--- src/rtl/rr_mux4_arbiter_pkg.sv ---
// rr_mux4_arbiter_pkg: shared sizes, state encoding and grant helper for the round-robin mux arbiter.
`default_nettype none

package rr_mux4_arbiter_pkg;

    localparam int N_REQ = 4;
    localparam int SEL_W = 2;

    typedef enum logic [0:0] {
        ST_IDLE  = 1'b0,
        ST_GRANT = 1'b1
    } arb_state_e;

    function automatic logic [N_REQ-1:0] onehot4(input logic [SEL_W-1:0] idx);
        logic [N_REQ-1:0] v;
        v = '0;
        v[idx] = 1'b1;
        return v;
    endfunction

endpackage

`default_nettype wire

--- src/rtl/mux4to1.sv ---
// mux4to1: single-bit 4-to-1 mux; w_i[0] is the leftmost bit and is selected by s_i=2'b00.
`default_nettype none

module mux4to1 (
    input  logic [0:3] w_i,
    input  logic [1:0] s_i,
    output logic       f_o
);

    assign f_o = w_i[s_i];

endmodule

`default_nettype wire

--- src/rtl/rr_pick4.sv ---
// rr_pick4: combinational round-robin pick; searches last+1, last+2, last+3, last (mod 4).
`default_nettype none

module rr_pick4
    import rr_mux4_arbiter_pkg::*;
(
    input  logic [N_REQ-1:0] req_i,
    input  logic [SEL_W-1:0] last_i,
    output logic             found_o,
    output logic [SEL_W-1:0] idx_o
);

    logic [SEL_W-1:0] cand;

    always_comb begin
        found_o = 1'b0;
        idx_o   = '0;
        cand    = '0;
        // Walk downward so the closest candidate after last is the final writer.
        for (int k = N_REQ; k >= 1; k--) begin
            cand = last_i + SEL_W'(k);
            if (req_i[cand]) begin
                found_o = 1'b1;
                idx_o   = cand;
            end
        end
    end

endmodule

`default_nettype wire

--- src/rtl/rr_mux4_arbiter.sv ---
// rr_mux4_arbiter: round-robin owner of a shared 4-to-1 mux with registered output.
// Optional per-owner burst limit enabled by defining MUX_ARB_BURST_LIMIT_EN.
`default_nettype none

module rr_mux4_arbiter
    import rr_mux4_arbiter_pkg::*;
#(
    parameter int MAX_BURST = 4
) (
    input  logic             clk_i,
    input  logic             resetn_i,
    input  logic [N_REQ-1:0] req_i,
    input  logic [0:N_REQ-1] w_i,
    output logic [N_REQ-1:0] gnt_o,
    output logic [SEL_W-1:0] sel_o,
    output logic             busy_o,
    output logic             dout_o,
    output logic             dout_valid_o
);

    arb_state_e       state_q, state_d;
    logic [N_REQ-1:0] gnt_q, gnt_d;
    logic [SEL_W-1:0] sel_q, sel_d;
    logic [SEL_W-1:0] last_q, last_d;
    logic             busy_q, busy_d;
    logic             dout_q, dout_d;
    logic             dv_q, dv_d;

    logic             pick_found;
    logic [SEL_W-1:0] pick_idx;
    logic             mux_f;
    logic             take;

    // The owner is masked out so a forced handover never re-picks it.
    rr_pick4 u_pick (
        .req_i   (req_i & ~gnt_q),
        .last_i  (last_q),
        .found_o (pick_found),
        .idx_o   (pick_idx)
    );

    mux4to1 u_mux (
        .w_i (w_i),
        .s_i (sel_q),
        .f_o (mux_f)
    );

`ifdef MUX_ARB_BURST_LIMIT_EN
    localparam int CNT_W = (MAX_BURST > 4) ? $clog2(MAX_BURST) : 2;
    localparam logic [CNT_W-1:0] CNT_MAX = CNT_W'(MAX_BURST - 1);
    logic [CNT_W-1:0] cnt_q, cnt_d;
`else
    logic unused_max_burst;
    assign unused_max_burst = (MAX_BURST > 0);
`endif

    always_comb begin
        state_d = state_q;
        gnt_d   = gnt_q;
        sel_d   = sel_q;
        last_d  = last_q;
        busy_d  = busy_q;
        dout_d  = busy_q ? mux_f : dout_q;
        dv_d    = busy_q;
        take    = 1'b0;

        case (state_q)
            ST_IDLE: begin
                take = pick_found;
            end
            ST_GRANT: begin
                if (!req_i[sel_q]) begin
                    if (pick_found) begin
                        take = 1'b1;
                    end else begin
                        state_d = ST_IDLE;
                        gnt_d   = '0;
                        busy_d  = 1'b0;
                    end
                end
`ifdef MUX_ARB_BURST_LIMIT_EN
                else if (cnt_q == CNT_MAX && pick_found) begin
                    take = 1'b1;
                end
`endif
            end
            default: begin
                state_d = ST_IDLE;
                gnt_d   = '0;
                busy_d  = 1'b0;
            end
        endcase

        if (take) begin
            state_d = ST_GRANT;
            sel_d   = pick_idx;
            gnt_d   = onehot4(pick_idx);
            last_d  = pick_idx;
            busy_d  = 1'b1;
        end
    end

`ifdef MUX_ARB_BURST_LIMIT_EN
    always_comb begin
        cnt_d = cnt_q;
        if (take || state_d == ST_IDLE) begin
            cnt_d = '0;
        end else if (cnt_q != CNT_MAX) begin
            cnt_d = cnt_q + CNT_W'(1);
        end
    end

    always_ff @(posedge clk_i or negedge resetn_i) begin
        if (!resetn_i) begin
            cnt_q <= '0;
        end else begin
            cnt_q <= cnt_d;
        end
    end
`endif

    always_ff @(posedge clk_i or negedge resetn_i) begin
        if (!resetn_i) begin
            state_q <= ST_IDLE;
            gnt_q   <= '0;
            sel_q   <= '0;
            last_q  <= 2'd3;
            busy_q  <= 1'b0;
            dout_q  <= 1'b0;
            dv_q    <= 1'b0;
        end else begin
            state_q <= state_d;
            gnt_q   <= gnt_d;
            sel_q   <= sel_d;
            last_q  <= last_d;
            busy_q  <= busy_d;
            dout_q  <= dout_d;
            dv_q    <= dv_d;
        end
    end

    assign gnt_o        = gnt_q;
    assign sel_o        = sel_q;
    assign busy_o       = busy_q;
    assign dout_o       = dout_q;
    assign dout_valid_o = dv_q;

endmodule

`default_nettype wire

--- config.mk ---
export PLATFORM = sky130hd
export DESIGN_NAME = rr_mux4_arbiter
export DESIGN_NICKNAME = d
export VERILOG_FILES = /design/src/rtl/rr_mux4_arbiter_pkg.sv /design/src/rtl/mux4to1.sv /design/src/rtl/rr_pick4.sv /design/src/rtl/rr_mux4_arbiter.sv
export SDC_FILE = /design/constraint.sdc
export NUM_CORES = 1
export LEC_CHECK = 0
export BUFFER_PORTS_ARGS = -buffer_cell sky130_fd_sc_hd__buf_4
export CAP_MARGIN = 20
export CORE_AREA = 2 2 39 41
export CTS_CLUSTER_SIZE = 25
export DETAILED_ROUTE_END_ITERATION = 8
export DIE_AREA = 0 0 41 43
export PLACE_DENSITY = 0.77
export SLEW_MARGIN = 15
export SYNTH_ARGS = -nofsm -noshare
export SYNTH_HDL_FRONTEND = slang
export SYNTH_SLANG_ARGS = --single-unit
--- constraint.sdc ---
create_clock -name clk_i -period 4.1 [get_ports clk_i]
set_input_delay 0.82 -clock clk_i [delete_from_list [all_inputs] [get_ports clk_i]]
set_output_delay 0.82 -clock clk_i [all_outputs]
set_load 0.01 [all_outputs]
==> run summary <==
Power comes to 0.0006447 W. Data on the critical path is required at its endpoint by 4.31 ns. TritonCTS built the clock tree. The leakage power was 0.3834 nW. The total of warnings raised by yosys came out at 0. The longest clock path from root to sink contains 2 buffers. For the post-CTS setup buffer count, the log shows 0. Once the floorplan was initialized, standard cells occupied 48.37% of the core. The number of antenna violations at the first check in global routing came out at 0. After clock tree synthesis, the clock-pin slew on the worst setup and hold paths is 0.08 ns. STA classifies the critical path startpoint as an input pin.

0 antenna diodes ended up in the layout. The min-delay analysis places its worst path in the category in -> async. Dividing the detail-routed via count by the number of cells gives 5.959. The logs give 0 for the final global-route overflow total and 302.8 um2 for the total area of sequential cells. The run gives 62.21% as the final core utilization.

Clock tree synthesis found a total of 12 sinks. The maximum level of the CTS H-tree was 1. Area of the die: 0.001763 mm2. The mean cell area of the mapped netlist was 11.35 um2; the net count of the mapped netlist was 69.

The slew at the pin closest to its max-slew limit is 0.5268 ns, and the via count of the routed design is 578. In this run, synthesis inferred 0 flip-flops with an integrated enable. Fill cell instance count of the final layout: 116. The final critical-path required period is 1.851 ns, and the final routed wirelength across all metal layers is 1.478 mm. The library cell used most frequently in the layout, excluding fill and tap cells, is sky130_fd_sc_hd__buf_4.

Setup repair after global routing left no endpoint under its margin. The count of boundary I/O pins was 19. The worst setup path is of the in -> reg kind.

The logs give 0 ns for the final total negative setup slack and 0 for the number of nets with antenna violations after routing. Hold timing on the final database bottoms out at a slack of 0.3718 ns. The count of final max-slew check failures was 0; the data arrival time of the critical path was 2.06 ns. Cells with a size suffix above 1 make up 40.74% of the layout. The multi-input combinational cells in the finished layout cover a total of 355.3 um2. The tools report the number of buffers added by the clock tree synthesis step as 3.

Master of the slowest instance on the critical path: sky130_fd_sc_hd__o21ai_0. The tools report the maximum clock rate as 540.1 MHz. The floorplan has 14 rows.

The signal on the critical path passes through buf_4, nand2b_1, o2111ai_1, o21ai_0, a32o_1. In this design, the stage delay of the slowest critical-path cell is 0.53 ns. The tools report the sequential element share of the synthesized area as 45.23%. Headroom to the max-slew limit came out at 64.51%. The clock arrives with 0.005036 ns of skew. Clock latency on the worst-skew pair: 0.27 ns. The die is 43 um tall. For this run, the post-layout net count is 92. After the first detailed-routing iteration, the DRC count stood at 15.

The logs give 669.4 um2 for the synthesized cell area and 59 for the synthesized instance count. After detailed routing, the number of remaining DRC violations is 0. Leading register cell type out of synthesis: sky130_fd_sc_hd__dfrtp_1.

The critical-path maximum fanout is 8. The number of failing hold endpoints at the final stage was 0. The tools report the endpoint kind of the worst setup timing path as a flip-flop.

The area growth from synthesis to layout is 28.60%. The tools report the buffer cell driving the clock tree root as sky130_fd_sc_hd__clkbuf_4. Entering global routing, the biggest net connects 13 pins. Setup violation total in the final timing report: 0.

The flow ran to the end, and the final reports show no timing, DRC or antenna violations. The total routing usage reported by global routing was 20.80%. The first global-routing pass estimated 2.456 mm of wire. Worst voltage drop across the vdd grid: 0.0003649 V. The portion of the clock cycle consumed by the worst path in the final layout was 45.16%. Before antenna repair, the detailed router went through 6 iterations.

For the number of violations of the max-capacitance limit, the log shows 0. The library cells used most frequently in the layout, excluding fill and tap cells, are sky130_fd_sc_hd__buf_4 (18), sky130_fd_sc_hd__dfrtp_1 (10), sky130_fd_sc_hd__a21oi_1 (6). The die outline width is 41 um. The placeable core region is 0.001384 mm2. After synthesis the netlist holds a flip-flop and latch count of 12.

The number of different library cells used by synthesis comes to 30. The number of port buffers was 18; the detailed placer's ending HPWL was 1.133 mm. Routability-driven placement finished with a final weighted congestion of 0.8597.

Buffers inserted to repair hold after CTS numbered 0. Of all flip-flops after synthesis, the portion carrying an async set or reset was 100.0%. The via count of the first global-routing pass was 552; the detail-routed net length per standard cell was 15.24 um.

Power spread over the standard cell area amounts to 748.9 mW/mm2. Gates resized during post-CTS repair numbered 0.
[registers in the layout, indices dropped and copies added (netlist names)]
register,count
gnt_o,4
busy_o,1
dout_o,1
sel_o,2
last_q,2
state_q,1
dout_valid_o,1
[synth_stat cells, types with 2 or more instances]
library cell	n	area share, %
sky130_fd_sc_hd__nor2b_1	2	1.9
sky130_fd_sc_hd__dfrtp_1	10	37
sky130_fd_sc_hd__nand2b_1	3	2.8
sky130_fd_sc_hd__nor2_1	2	1.1
sky130_fd_sc_hd__dfstp_2	2	7.9
sky130_fd_sc_hd__inv_1	3	1.7
sky130_fd_sc_hd__nor3_1	2	1.5
sky130_fd_sc_hd__a21oi_1	6	4.5
sky130_fd_sc_hd__o21ai_0	3	2.2
sky130_fd_sc_hd__o2bb2ai_1	2	2.6
sky130_fd_sc_hd__a32o_1	2	3.0
sky130_fd_sc_hd__mux2i_1	4	6.0
[worst max-delay path, delay by kind of cell]
| kind | cells | cell delay (ns) |
|---|---|---|
| AO/OA/AOI/OAI | 3 | 1.00 |
| buffers and inverters | 1 | 0.12 |
| AND/OR/NAND/NOR | 1 | 0.12 |
[metal layers]
| layer | share of wire (%) | GRT usage [%] | up-vias |
|---|---|---|---|
| met5 | 0 | 0 | - |
| li1 | - | - | 273 |
| met3 | 5.3 | 4.712 | 2 |
| met2 | 51 | 30.94 | 19 |
| met1 | 43 | 28.52 | 284 |
| met4 | 0.74 | 8.000 | 0 |
[metrics by stage]
| stage | instance area, um2 | cells | setup slack (ns) |
|---|---|---|---|
| floorplan | 669.4 | 59 | 2.195 |
| global placement | 824.5 | 93 | 1.987 |
| detailed placement | 824.5 | 93 | 1.998 |
| CTS | 860.8 | 97 | 2.275 |
| global route | 860.8 | 97 | 2.083 |
| finish | 860.8 | 97 | 2.249 |
[power breakdown]
group | total [W] | switching (W) | internal [W] | leakage, nW
clock | 0.0000917 | 0.0000378 | 0.0000539 | 0.0210
combinational | 0.000318 | 0.000149 | 0.000169 | 0.225
sequential | 0.000235 | 0.0000582 | 0.000177 | 0.137
total | 0.000645 | 0.000245 | 0.000399 | 0.383
[kinds of logic after synthesis]
kind of cell	Yosys count	share of synthesized area, %
multiplexers	6	11.03
AO/OA/AOI/OAI	19	22.24
flip-flops	12	45.23
AND/OR/NAND/NOR	19	19.81
buffers and inverters	3	1.682
[final cells by class]
type,count,area share (%)
clock buffer,4,4.215
timing repair buffer,18,15.70
inverter,3,1.308
multi-input combinational,44,41.28
tap,16,2.326
sequential,12,35.17
[path summary, 6_finish.rpt]
| path | from | to | slack, ns | cells past startpoint |
|---|---|---|---|---|
| max | req_i[1] | gnt_o[2] | 2.25 | 5 |
| min | resetn_i | gnt_o[2] | 0.37 | 1 |
| max reg2reg | sel_o[1] | gnt_o[3] | 2.40 | 4 |
| min reg2reg | busy_o | dout_valid_o | 0.50 | 0 |
| max in group asynchronous | resetn_i | last_q[1] | 3.50 | 1 |
| min in group clk_i | busy_o | dout_valid_o | 0.50 | 0 |
Note: power is estimated with default switching activity, not from simulation.
